--- src/rtl/mem_bus_arbiter_pkg.sv ---
// mem_bus_arbiter_pkg
//   Shared constants and types for the two-master RAM arbiter:
//   FSM state encoding, port ids, default RAM geometry, request struct
//   and the address range-check helper.
package mem_bus_arbiter_pkg;

  localparam int          DEF_ADDR_W    = 10;
  localparam logic [31:0] DEF_BASE_ADDR = 32'h0000_0000;

  typedef enum logic [1:0] {
    IDLE  = 2'd0,
    ISSUE = 2'd1,
    WAIT  = 2'd2,
    DONE  = 2'd3
  } state_e;

  localparam logic PORT_CPU = 1'b0;
  localparam logic PORT_LDR = 1'b1;

  typedef struct packed {
    logic [31:0] addr;
    logic [31:0] wdata;
    logic [3:0]  wstrb;
  } req_t;

  // off is the byte offset from BASE_ADDR; everything above the word
  // index field must be zero for the access to land inside the RAM.
  function automatic logic addr_in_range(input logic [31:0] off, input int aw);
    return (off >> (aw + 2)) == 32'd0;
  endfunction

endpackage

--- src/rtl/mem_bus_rr_pick.sv ---
// mem_bus_rr_pick
//   Combinational 2-way round-robin picker.
//   i_valid[1:0]  : request lines (bit 0 = CPU, bit 1 = loader)
//   i_last_grant  : id of the most recent grant
//   o_gnt_id      : id to grant this cycle (meaningful only when o_any)
//   o_any         : at least one request pending
module mem_bus_rr_pick (
  input  logic [1:0] i_valid,
  input  logic       i_last_grant,
  output logic       o_gnt_id,
  output logic       o_any
);

  always_comb begin
    o_any = |i_valid;
    // Under contention the port that did not win last time goes next;
    // otherwise the single requester (bit 1 set means loader).
    if (&i_valid) o_gnt_id = ~i_last_grant;
    else          o_gnt_id = i_valid[1];
  end

endmodule

--- src/rtl/mem_bus_arbiter.sv ---
// mem_bus_arbiter
//   Shares a single-port synchronous RAM (1-cycle read latency) between
//   the CPU (port 0) and the loader/debug master (port 1). Round-robin,
//   one transaction in flight, every output registered.
//   Ports:
//     clk, rst (async, active low)
//     m{0,1}_valid/addr/wdata/wstrb : master requests (wstrb==0 -> read)
//     m{0,1}_ready/rdata/err        : one-cycle completion pulse + data
//     ram_en/we/addr/wdata, ram_rdata : RAM side
//   Optional: define MEM_BUS_ARBITER_STATS_EN to add saturating counters
//     grant_cnt0, grant_cnt1, contend_cnt.
module mem_bus_arbiter
  import mem_bus_arbiter_pkg::*;
#(
  parameter int          ADDR_W    = DEF_ADDR_W,
  parameter logic [31:0] BASE_ADDR = DEF_BASE_ADDR
) (
  input  logic              clk,
  input  logic              rst,
  input  logic              m0_valid,
  input  logic [31:0]       m0_addr,
  input  logic [31:0]       m0_wdata,
  input  logic [3:0]        m0_wstrb,
  output logic              m0_ready,
  output logic [31:0]       m0_rdata,
  output logic              m0_err,
  input  logic              m1_valid,
  input  logic [31:0]       m1_addr,
  input  logic [31:0]       m1_wdata,
  input  logic [3:0]        m1_wstrb,
  output logic              m1_ready,
  output logic [31:0]       m1_rdata,
  output logic              m1_err,
  output logic              ram_en,
  output logic [3:0]        ram_we,
  output logic [ADDR_W-1:0] ram_addr,
  output logic [31:0]       ram_wdata,
  input  logic [31:0]       ram_rdata
`ifdef MEM_BUS_ARBITER_STATS_EN
  ,
  output logic [15:0]       grant_cnt0,
  output logic [15:0]       grant_cnt1,
  output logic [15:0]       contend_cnt
`endif
);

  state_e r_state, w_nxt;

  logic              r_last, r_gid, r_inr;
  logic [3:0]        r_wstrb;
  logic [1:0]        w_valid;
  logic              w_gid, w_any, w_inr_sel, w_grant;
  req_t              w_req_sel;
  logic [31:0]       w_off_sel;

  logic              r_ram_en,    w_ram_en_d;
  logic [3:0]        r_ram_we,    w_ram_we_d;
  logic [ADDR_W-1:0] r_ram_addr,  w_ram_addr_d;
  logic [31:0]       r_ram_wdata, w_ram_wdata_d;
  logic [1:0]        r_rdy,   w_rdy_d;
  logic [1:0]        r_err,   w_err_d;
  logic [1:0][31:0]  r_rdata, w_rdata_d;

  assign w_valid = {m1_valid, m0_valid};

  mem_bus_rr_pick u_pick (
    .i_valid      (w_valid),
    .i_last_grant (r_last),
    .o_gnt_id     (w_gid),
    .o_any        (w_any)
  );

  assign w_req_sel = (w_gid == PORT_LDR) ? '{addr: m1_addr, wdata: m1_wdata, wstrb: m1_wstrb}
                                         : '{addr: m0_addr, wdata: m0_wdata, wstrb: m0_wstrb};
  assign w_off_sel = w_req_sel.addr - BASE_ADDR;
  assign w_inr_sel = addr_in_range(w_off_sel, ADDR_W);
  assign w_grant   = (r_state == IDLE) && w_any;

  // State register
  always_ff @(posedge clk or negedge rst) begin
    if (!rst) r_state <= IDLE;
    else      r_state <= w_nxt;
  end

  // Next-state logic
  always_comb begin
    w_nxt = r_state;
    case (r_state)
      IDLE:    if (w_any) w_nxt = ISSUE;
      ISSUE:   w_nxt = r_inr ? WAIT : DONE;
      WAIT:    w_nxt = DONE;
      DONE:    w_nxt = IDLE;
      default: w_nxt = IDLE;
    endcase
  end

  // Output logic: computes the value each output register takes for the
  // coming state, so RAM strobes land in ISSUE and ready lands in DONE.
  always_comb begin
    w_ram_en_d    = 1'b0;
    w_ram_we_d    = '0;
    w_ram_addr_d  = r_ram_addr;
    w_ram_wdata_d = r_ram_wdata;
    w_rdy_d       = '0;
    w_err_d       = '0;
    w_rdata_d     = r_rdata;
    case (r_state)
      IDLE: begin
        if (w_any && w_inr_sel) begin
          w_ram_en_d    = 1'b1;
          w_ram_we_d    = w_req_sel.wstrb;
          w_ram_addr_d  = w_off_sel[ADDR_W+1:2];
          w_ram_wdata_d = w_req_sel.wdata;
        end
      end
      ISSUE: begin
        if (!r_inr) begin
          w_rdy_d[r_gid]   = 1'b1;
          w_err_d[r_gid]   = 1'b1;
          w_rdata_d[r_gid] = '0;
        end
      end
      WAIT: begin
        w_rdy_d[r_gid]   = 1'b1;
        w_rdata_d[r_gid] = (r_wstrb == 4'd0) ? ram_rdata : 32'd0;
      end
      default: ;
    endcase
  end

  always_ff @(posedge clk or negedge rst) begin
    if (!rst) begin
      r_ram_en    <= 1'b0;
      r_ram_we    <= '0;
      r_ram_addr  <= '0;
      r_ram_wdata <= '0;
      r_rdy       <= '0;
      r_err       <= '0;
      r_rdata     <= '0;
      r_last      <= PORT_LDR;
      r_gid       <= PORT_CPU;
      r_inr       <= 1'b0;
      r_wstrb     <= '0;
    end else begin
      r_ram_en    <= w_ram_en_d;
      r_ram_we    <= w_ram_we_d;
      r_ram_addr  <= w_ram_addr_d;
      r_ram_wdata <= w_ram_wdata_d;
      r_rdy       <= w_rdy_d;
      r_err       <= w_err_d;
      r_rdata     <= w_rdata_d;
      if (w_grant) begin
        r_gid   <= w_gid;
        r_last  <= w_gid;
        r_inr   <= w_inr_sel;
        r_wstrb <= w_req_sel.wstrb;
      end
    end
  end

  assign ram_en    = r_ram_en;
  assign ram_we    = r_ram_we;
  assign ram_addr  = r_ram_addr;
  assign ram_wdata = r_ram_wdata;
  assign m0_ready  = r_rdy[0];
  assign m1_ready  = r_rdy[1];
  assign m0_err    = r_err[0];
  assign m1_err    = r_err[1];
  assign m0_rdata  = r_rdata[0];
  assign m1_rdata  = r_rdata[1];

`ifdef MEM_BUS_ARBITER_STATS_EN
  logic [15:0] r_gcnt0, r_gcnt1, r_ccnt;

  always_ff @(posedge clk or negedge rst) begin
    if (!rst) begin
      r_gcnt0 <= '0;
      r_gcnt1 <= '0;
      r_ccnt  <= '0;
    end else begin
      if (w_grant && (w_gid == PORT_CPU) && (r_gcnt0 != 16'hFFFF)) r_gcnt0 <= r_gcnt0 + 16'd1;
      if (w_grant && (w_gid == PORT_LDR) && (r_gcnt1 != 16'hFFFF)) r_gcnt1 <= r_gcnt1 + 16'd1;
      if ((r_state == IDLE) && (&w_valid) && (r_ccnt != 16'hFFFF)) r_ccnt <= r_ccnt + 16'd1;
    end
  end

  assign grant_cnt0  = r_gcnt0;
  assign grant_cnt1  = r_gcnt1;
  assign contend_cnt = r_ccnt;
`endif

endmodule

--- config.mk ---
export PLATFORM = sky130hd
export DESIGN_NAME = mem_bus_arbiter
export DESIGN_NICKNAME = d
export VERILOG_FILES = /design/src/rtl/mem_bus_arbiter_pkg.sv /design/src/rtl/mem_bus_rr_pick.sv /design/src/rtl/mem_bus_arbiter.sv
export SDC_FILE = /design/constraint.sdc
export NUM_CORES = 1
export LEC_CHECK = 0
export BUFFER_PORTS_ARGS = -buffer_cell sky130_fd_sc_hd__buf_2
export CORE_UTILIZATION = 46
export CTS_CLUSTER_DIAMETER = 50
export CTS_CLUSTER_SIZE = 16
export DETAILED_ROUTE_END_ITERATION = 10
export GPL_TIMING_DRIVEN = 0
export PLACE_DENSITY = 0.89
export SLEW_MARGIN = 20
export SYNTH_ARGS = -nofsm -noshare
export SYNTH_HDL_FRONTEND = slang
export SYNTH_SLANG_ARGS = --single-unit
--- constraint.sdc ---
create_clock -name clk -period 2.4 [get_ports clk]
set_input_delay 0.48 -clock clk [delete_from_list [all_inputs] [get_ports clk]]
set_output_delay 0.48 -clock clk [all_outputs]
set_load 0.02 [all_outputs]
Word level (Yosys, flattened, before mapping)
Cells that the tools add are included.

Bits in read-only memories: 0. Word-level logic and storage cells: 54. Latch bits: 0. Register bits: 124. Bits in writable memories: 0. Memories kept: 0.

Shift operators: 0. Mux-type cells: 20. $mul: 0. Equal/unequal tests: 5. Bitwise operators: 3. $lt $le $gt $ge: 2. Add/subtract/negate cells: 0. Divide/modulo/power cells: 0. Reduce and logical (&&, ||, !) cells: 11.

Operators by type and width (count): one-hot mux 64 bit (2 select lines) (1); 2-to-1 mux 68 bit (1); AND 64 bit (1); bitwise mux 64 bit (1); 2-to-1 mux 32 bit (2); 2-to-1 mux 64 bit (1); NOT 64 bit (1); demux 32 bit (select 1 bit) (1); logical NOT 32 bit (1); 2-to-1 mux 4 bit (2); one-hot mux 2 bit (4 select lines) (1); 2-to-1 mux 2 bit (3); AND reduction 2 bit (3); 2-to-1 mux 1 bit (5); == test 2 bit, second input constant (2); logical NOT 4 bit (1); != test 2 bit, second input constant (2); one-hot mux 2 bit (2 select lines) (1); logical AND 1 bit (3); == test 2 x 1 -> 1 bit, second input constant (1); logical NOT 2 bit (1); < comparator 1 x 2 -> 1 bit, second input constant (1); nonzero test 2 bit (1); OR reduction 2 bit (1); other kinds (3) (3).

Logic depth before layout (Yosys ltp)
Gate-level depths: netlist of run 1.

Depth after elaboration: 8. Mapped depth: 7.

Modules after synthesis
Synthesis of run 1 repeated with hierarchy kept, for this count alone.

Cell total of the unflattened synthesis: 365. Area total of the unflattened synthesis: 5156.2 µm².

By module, submodules not included: mem_bus_arbiter (cells an instance 363, area an instance 5142.4 µm², times used 1); mem_bus_rr_pick (cells an instance 2, area an instance 13.8 µm², times used 1).

Least setup slack after synthesis of run 1
Ideal clock, no wire load.

Path kind: input to register. Start: in m1_addr[28]. End: reg r_ram_addr[3] (netlist: ram_addr[3]). Required time: 2.275 ns. Slack: 0.428 ns. Arrival: 1.847 ns. Stages: 5. Setup time: 0.125 ns. Cells stage by stage: nor4_1 nand4_1 o32ai_4 buf_6 mux2_2.

Word-level cells in the longest chain between the ends: 4.

Ends and longest elaborated chain: start, declared (RTL line mem_bus_arbiter.sv:28) `input logic [31:0] m1_addr,`; 2-to-1 mux 68 bit (RTL line mem_bus_arbiter.sv:73) `assign w_req_sel = (w_gid == PORT_LDR) ? '{addr: m1_addr, wdata: m1_wdata, wstrb: m1_wstrb}`; logical NOT 32 bit (RTL line mem_bus_arbiter_pkg.sv:29) `return (off >> (aw + 2)) == 32'd0;`; logical AND 1 bit (RTL line mem_bus_arbiter.sv:109) `if (w_any && w_inr_sel) begin`; AND reduction 2 bit (no source line); end signal, assigned (RTL line mem_bus_arbiter.sv:147) `r_ram_addr <= w_ram_addr_d;`; end, declared (RTL line mem_bus_arbiter.sv:58) `logic [ADDR_W-1:0] r_ram_addr, w_ram_addr_d;`.

Every way passes these cells. A chain may end at the register's enable or synchronous reset.

Worst setup path in the final report of run 1
Start: reg r_last. End: reg r_ram_wdata[27] (netlist: ram_wdata[27]).

Word-level cells in the longest chain between the ends: 6.

Ends and longest elaborated chain: start, declared (RTL line mem_bus_arbiter.sv:49) `logic r_last, r_gid, r_inr;`; start signal, assigned (RTL line mem_bus_arbiter.sv:154) `r_last <= w_gid;`; NOT 1 bit (*) (RTL line mem_bus_rr_pick.sv:18) `if (&i_valid) o_gnt_id = ~i_last_grant;`; 2-to-1 mux 1 bit (*) (RTL line mem_bus_rr_pick.sv:18); 2-to-1 mux 68 bit (*) (RTL line mem_bus_arbiter.sv:73); logical NOT 32 bit (RTL line mem_bus_arbiter_pkg.sv:29); logical AND 1 bit (RTL line mem_bus_arbiter.sv:109); AND reduction 2 bit (no source line); end signal, assigned (RTL line mem_bus_arbiter.sv:148) `r_ram_wdata <= w_ram_wdata_d;`; end, declared (RTL line mem_bus_arbiter.sv:59) `logic [31:0] r_ram_wdata, w_ram_wdata_d;`.

Every way passes the cells marked *; elsewhere a longest branch is shown, timed or not.

==> results of run 1 <==
worst reg2reg max path, delay by kind of cell, from the launching register on:
| family | cells | cell delay [ps] |
|---|---|---|
| flip-flops | 1 | 380 |
| AO/OA/AOI/OAI | 2 | 900 |
| AND/OR/NAND/NOR | 1 | 320 |
| multiplexers | 1 | 360 |
| buffers and inverters | 1 | 220 |
layer usage:
layer / global-route usage / up-vias / routed length, µm
li1: - / 2294 / -
met1: 0.335 / 2374 / 6670
met2: 0.431 / 214 / 7700
met3: 0.103 / 48 / 1290
met4: 0.140 / 0 / 561
met5: 0 / - / 0
kinds of logic after synthesis:
family	count (synthesis)
AO/OA/AOI/OAI	81
adder cells (fa/ha/maj)	4
buffers and inverters	96
flip-flops	124
multiplexers	89
AND/OR/NAND/NOR	99
area by class of cell:
type / count / area (µm²) / share of cell area
plain buffers: 29 / 144 / 0.0185
clock buffers: 23 / 508 / 0.0654
clock inverters: 9 / 109 / 0.0140
inverters: 67 / 251 / 0.0324
multi-input cells: 273 / 2020 / 0.261
flip-flops and latches: 124 / 3100 / 0.400
well taps: 143 / 179 / 0.0230
repair buffers: 283 / 1450 / 0.186
timing repair:
action | in CTS | in global routing
setup endpoints to repair | 0 | 12
buffers inserted | 0 | 0
endpoints found under the hold margin | 0 | 0
power groups by stage:
| stage | logic (µW) | registers (µW) | clock network, µW |
|---|---|---|---|
| after CTS | 2170 | 2630 | 2640 |
| after global routing | 2370 | 2670 | 2740 |
| after global placement | 2100 | 2650 | 0 |
| final | 2170 | 2630 | 2610 |
| after detailed placement | 2150 | 2650 | 0 |
| after floorplan | 970 | 2990 | 0 |
registers in the layout, indices dropped and copies added (netlist names):
signal / cells
r_state: 2
ram_wdata: 32
ram_we: 4
r_gid: 1
r_last: 1
r_inr: 1
r_wstrb: 4
r_rdy: 2
ram_addr: 10
r_err: 2
m1_rdata: 32
ram_en: 1
m0_rdata: 32
worst max path at each step:
stage           startpoint       endpoint  slack, ps
2_1_floorplan  m1_addr[28]    ram_addr[3]        430
3_3_place_gp           rst   ram_wdata[9]       -700
4_1_cts             r_last  ram_wdata[27]        100
5_1_grt         r_state[1]   m0_rdata[11]        -40
3_5_place_dp      m1_valid    ram_addr[9]       -120
6_report            r_last  ram_wdata[27]        110
per-stage QoR:
step	utilization	cell area (µm²)	setup WS [ps]	instances
after global routing	0.671	7760	-41.3	951
after CTS	0.671	7760	98.0	951
after global placement	0.615	7110	-696	918
after detailed placement	0.618	7150	-119	919
after floorplan	-	5520	428	493
final	0.671	7760	108	951
cells in the mapped netlist, drive strengths merged (4+ instances only):
cell      n
nand3    64
nor2      5
nor3      4
dfrtp   123
ha        4
buf       9
nand2     7
clkbuf   20
nor4     11
mux2     85
o21ai    71
inv      67
mux2i     4
==> flow_summary.toml, run 1 <==
[run_status]
status = "finished, violations left"
violations = "DRC"

[power_and_ir_drop]
p_clk_frac = 0.352
p_leak_uw = 0.00409
intPower_uw = 4840
pwr-share-seq = 0.355
vdd_drop_max_mv = 0.551
p_total_uw = 7410
swShare = 0.346
combPwrFrac = 0.293
powerDensity_nw_per_um2 = 954
netSwitchingPower_uw = 2560

[synthesis]
postSynthAreaPerCell_um2 = 11.2
seq_area_frac_synth = 0.562
synthSimpleGateAreaFrac = 0.0922
synth-edff-count = 0
ys_warn_count = 0
synthesis.nets = 669
synth_mux_area_frac = 0.181
synth_ff_type = "dfrtp_1"
synth_seq_cells = 124
synth_top_family_by_area = "multiplexers"
yosys.area_share.xor_xnor = 0
synth_top_cell_by_area = "dfrtp_1"
synth_compound_gate_area_share = 0.0845
async_reset_ff_frac = 1.00
synth_adder_area_share = 0.00906
yosysUniqueCellTypes = 32
synthTopCellsByArea = "dfrtp_1, mux2_2, o21ai_0, nand3_1, inv_1"
synth_cells = 493
syn_area_um2 = 5520
yosys.area.top_type_share = 0.557

[timing]
finalHoldViolations = 0
finalClockSkew_ps = 13.0
tns_ps = 0
worstMarginPinSlew_ps = 750
fin_crit_ps = 2290
fin_hold_ws_ps = 42.2
min_period_over_period = 0.955
slew-limit-headroom = 0.499
setup_violations = 0
rsz0062_at_grt = "true"
slew_viol_final = 0
max_freq_mhz = 436

[clock_network]
cts_tree = "done"
cts_root_buf = "clkbuf_16"
htree_levels = 4
clock_path_buffers = 2
ctsHoldBuffers = 0
insertion_delay_ps = 420
clock_sinks = 124
post_cts_resized = 0
cts_buffers = 17
cts.clk_slew.worst_paths_ps = 60

[setup_path]
max_stage_delay_ps = 540
crit_required_ps = 2690
cpLargestDelayFamily = "compound AO/OA/AOI/OAI gates"
worstSetupStartpointType = "register"
worstPathCellList = "a21boi_2 > nand4_1 > o32ai_4 > buf_6 > mux2_2"
worstRegToRegCells = 5
cp-end-kind = "register"
r2r_setup_slack_ps = 110
rr_endpoint = "ram_wdata[27]"
critPathSlowestCell = "o32ai_4"
critPathArrivalTime_ps = 2580
worst-path-buf-inv = 1
cp.depth = 5
crit_fanout = 10
crit_type = "reg -> reg"
crit-reg2reg-launch = "r_last"

[job]
maxCapViolations = 0

[detailed_routing]
vias = 4930
dr.pass1.iters = 8
routedWlPerCell_um = 17.1
vias_per_cell = 5.18
drt_iter0_drc = 295
ant_nets = 0
drc_errors = 9
finalWirelength_um = 16200

[grt]
track_usage = 0.275
gr-total-overflow = 0
grt_pass1_wl_um = 26000
grt_max_degree = 65
grt_pass1_vias = 5167
antenna_found_initial = 0

[final_layout]
final_cell_mix = "buf_2, dfrtp_1, mux2_2"
post_route_cells_drive_above_1_share = 0.509
syn_to_final_growth_pct = 40.6
antenna_cells = 0
final_common_cell = "buf_2"
nNetsFinal = 971
nFillCells = 900

[placed_design]
gp_congestion = 0.869
dp_hpwl_um = 12100
port-buffer-count = 282

[die]
coreArea_um2 = 11600
die_y_um = 112
die_w_um = 112
start_util = 0.478
placementRows = 39
floorplan.io_pins = 287
die-area_um2 = 12400

[hold_path]
hp-class = "in -> async"
Power figures use the tool's default switching activity.
==> run 2, diff against run 1 <==
--- a/config.mk
+++ b/config.mk
@@ -11,7 +11,7 @@
 export CTS_CLUSTER_SIZE = 16
 export DETAILED_ROUTE_END_ITERATION = 10
 export GPL_TIMING_DRIVEN = 0
-export PLACE_DENSITY = 0.89
+export PLACE_DENSITY = 0.81
 export SLEW_MARGIN = 20
 export SYNTH_ARGS = -nofsm -noshare
 export SYNTH_HDL_FRONTEND = slang
==> run 2 against run 1 <==
- the flow finishes with violations (DRC, hold timing)
- final cell count shrank 0.11%
- final area shrank 0.44%
- clock skew shrank 3.9 ps
- power shrank 1.6%
- count of clock-buffer cells in the layout grew 1
- critical path depth is the same
- clock power shrank 7%
- maximum frequency grew 4.4%
- worst setup slack gained 98 ps
- utilization shrank 0.29 points
- non-clock buffer count is the same
- largest cell class unchanged
==> flow_summary.toml, run 2 (synthesis gave the netlist of run 1 again) <==
[grt]
use_met1 = 0.334
grt_pass1_wl_um = 25200
grt_max_degree = 79
met3_usage = 0.0953
gr-total-overflow = 0
track_usage = 0.263
grt_util_met2 = 0.409
busiest_layer = "met2"
antenna_found_initial = 0
grt_pass1_vias = 4920

[final_layout]
antenna_cells = 0
instances_no_fill = 950
final_common_cell = "buf_2"
nNetsFinal = 971
utilization = 0.668
nFillCells = 922
post_route_cells_drive_above_1_share = 0.508
syn_to_final_growth_pct = 40.0
final_cell_mix = "buf_2, dfrtp_1, mux2_2"

[placed_design]
dp_cells = 919
gp_congestion = 0.893
dp_slack_ps = -81.3
port-buffer-count = 282
dp_hpwl_um = 12000

[detailed_routing]
dr.pass1.iters = 8
routedWlPerCell_um = 16.5
vias = 4858
finalWirelength_um = 15600
vias_per_cell = 5.11
drc_errors = 9
ant_nets = 0
drt_iter0_drc = 357

[run_status]
violations = "DRC, hold timing"
status = "finished, violations left"

[power_and_ir_drop]
powerDensity_nw_per_um2 = 943
p_leak_uw = 0.00409
vdd_drop_max_mv = 0.734
p_total_uw = 7290

[timing]
slew-limit-headroom = 0.590
fin_crit_ps = 2190
worstMarginPinSlew_ps = 615
slew_viol_final = 0
max_freq_mhz = 456
setup_violations = 0
min_period_over_period = 0.914
finalHoldViolations = 5
final.setup.worst_slack_ps = 206
fin_hold_ws_ps = -2.71
finalClockSkew_ps = 9.14
rsz0062_at_grt = "false"

[clock_network]
cts_root_buf = "clkbuf_16"
clock_path_buffers = 2
post_cts_resized = 0
clock_sinks = 124
ctsHoldBuffers = 0
cts_setup_buffers = 0
cts.clk_slew.worst_paths_ps = 50
cts_tree = "done"
insertion_delay_ps = 400
htree_levels = 4
cts_buffers = 17

[die]
die-area_um2 = 12400
coreArea_um2 = 11600
die_y_um = 112
floorplan.io_pins = 287
start_util = 0.478
die_w_um = 112
placementRows = 39

[setup_path]
critPathArrivalTime_ps = 2480
crit-reg2reg-launch = "r_last"
worstPathCellList = "a21boi_2 > nand4_1 > o32ai_4 > buf_6 > mux2_2"
max_stage_delay_ps = 500
crit_type = "reg -> reg"
worstSetupStartpointType = "register"
crit_fanout = 10
critPathSlowestCell = "o32ai_4"
cp-end-kind = "register"
crit_required_ps = 2680
crit_start = "r_last"

[hold_path]
hp-class = "in -> async"

[job]
maxCapViolations = 0
==> run 2: report_power, final <==
group	switching (µW)	internal, µW
Combinational	1480	735
Clock	856	1570
Sequential	198	2440
Total	2540	4750
==> run 2: final timing paths <==
check,end,slack [ps],cells past startpoint
hold / removal,m0_rdata[2],-3,1
min in group clk,r_last,290,2
setup reg to reg,ram_wdata[16],210,5
hold reg to reg,ram_addr[2],500,1
setup / recovery,ram_wdata[16],210,5
max in group asynchronous,ram_wdata[5],1680,2
==> run 2: final cells by class <==
type                       count  area (µm²)  share of cell area
sequential                   124        3100               0.402
multi-input combinational    273        2040               0.264
timing repair buffer         283        1450               0.187
clock buffer                  24         472              0.0610
inverter                      67         251              0.0325
tap                          143         179              0.0231
buffer                        29         150              0.0194
clock inverter                 7        90.1              0.0117
==> run 2: per-layer routing <==
layer,up-vias,part of all wire
li1,2290,-
met1,2333,0.42
met2,200,0.47
met3,35,0.081
met4,0,0.026
met5,-,0
==> run 2: per-stage QoR <==
stage	setup TNS [ps]	instance area, µm²
CTS	0	7710
detailed placement	-2660	7150
global placement	-86580	7110
finish	0	7730
floorplan	0	5520
global route	0	7730
==> run 2: worst max-delay path, delay by kind of cell (launching register included) <==
kind	cells	cell delay, ps
AO/OA/AOI/OAI	2	840
flip-flops	1	380
buffers and inverters	1	220
AND/OR/NAND/NOR	1	280
multiplexers	1	350
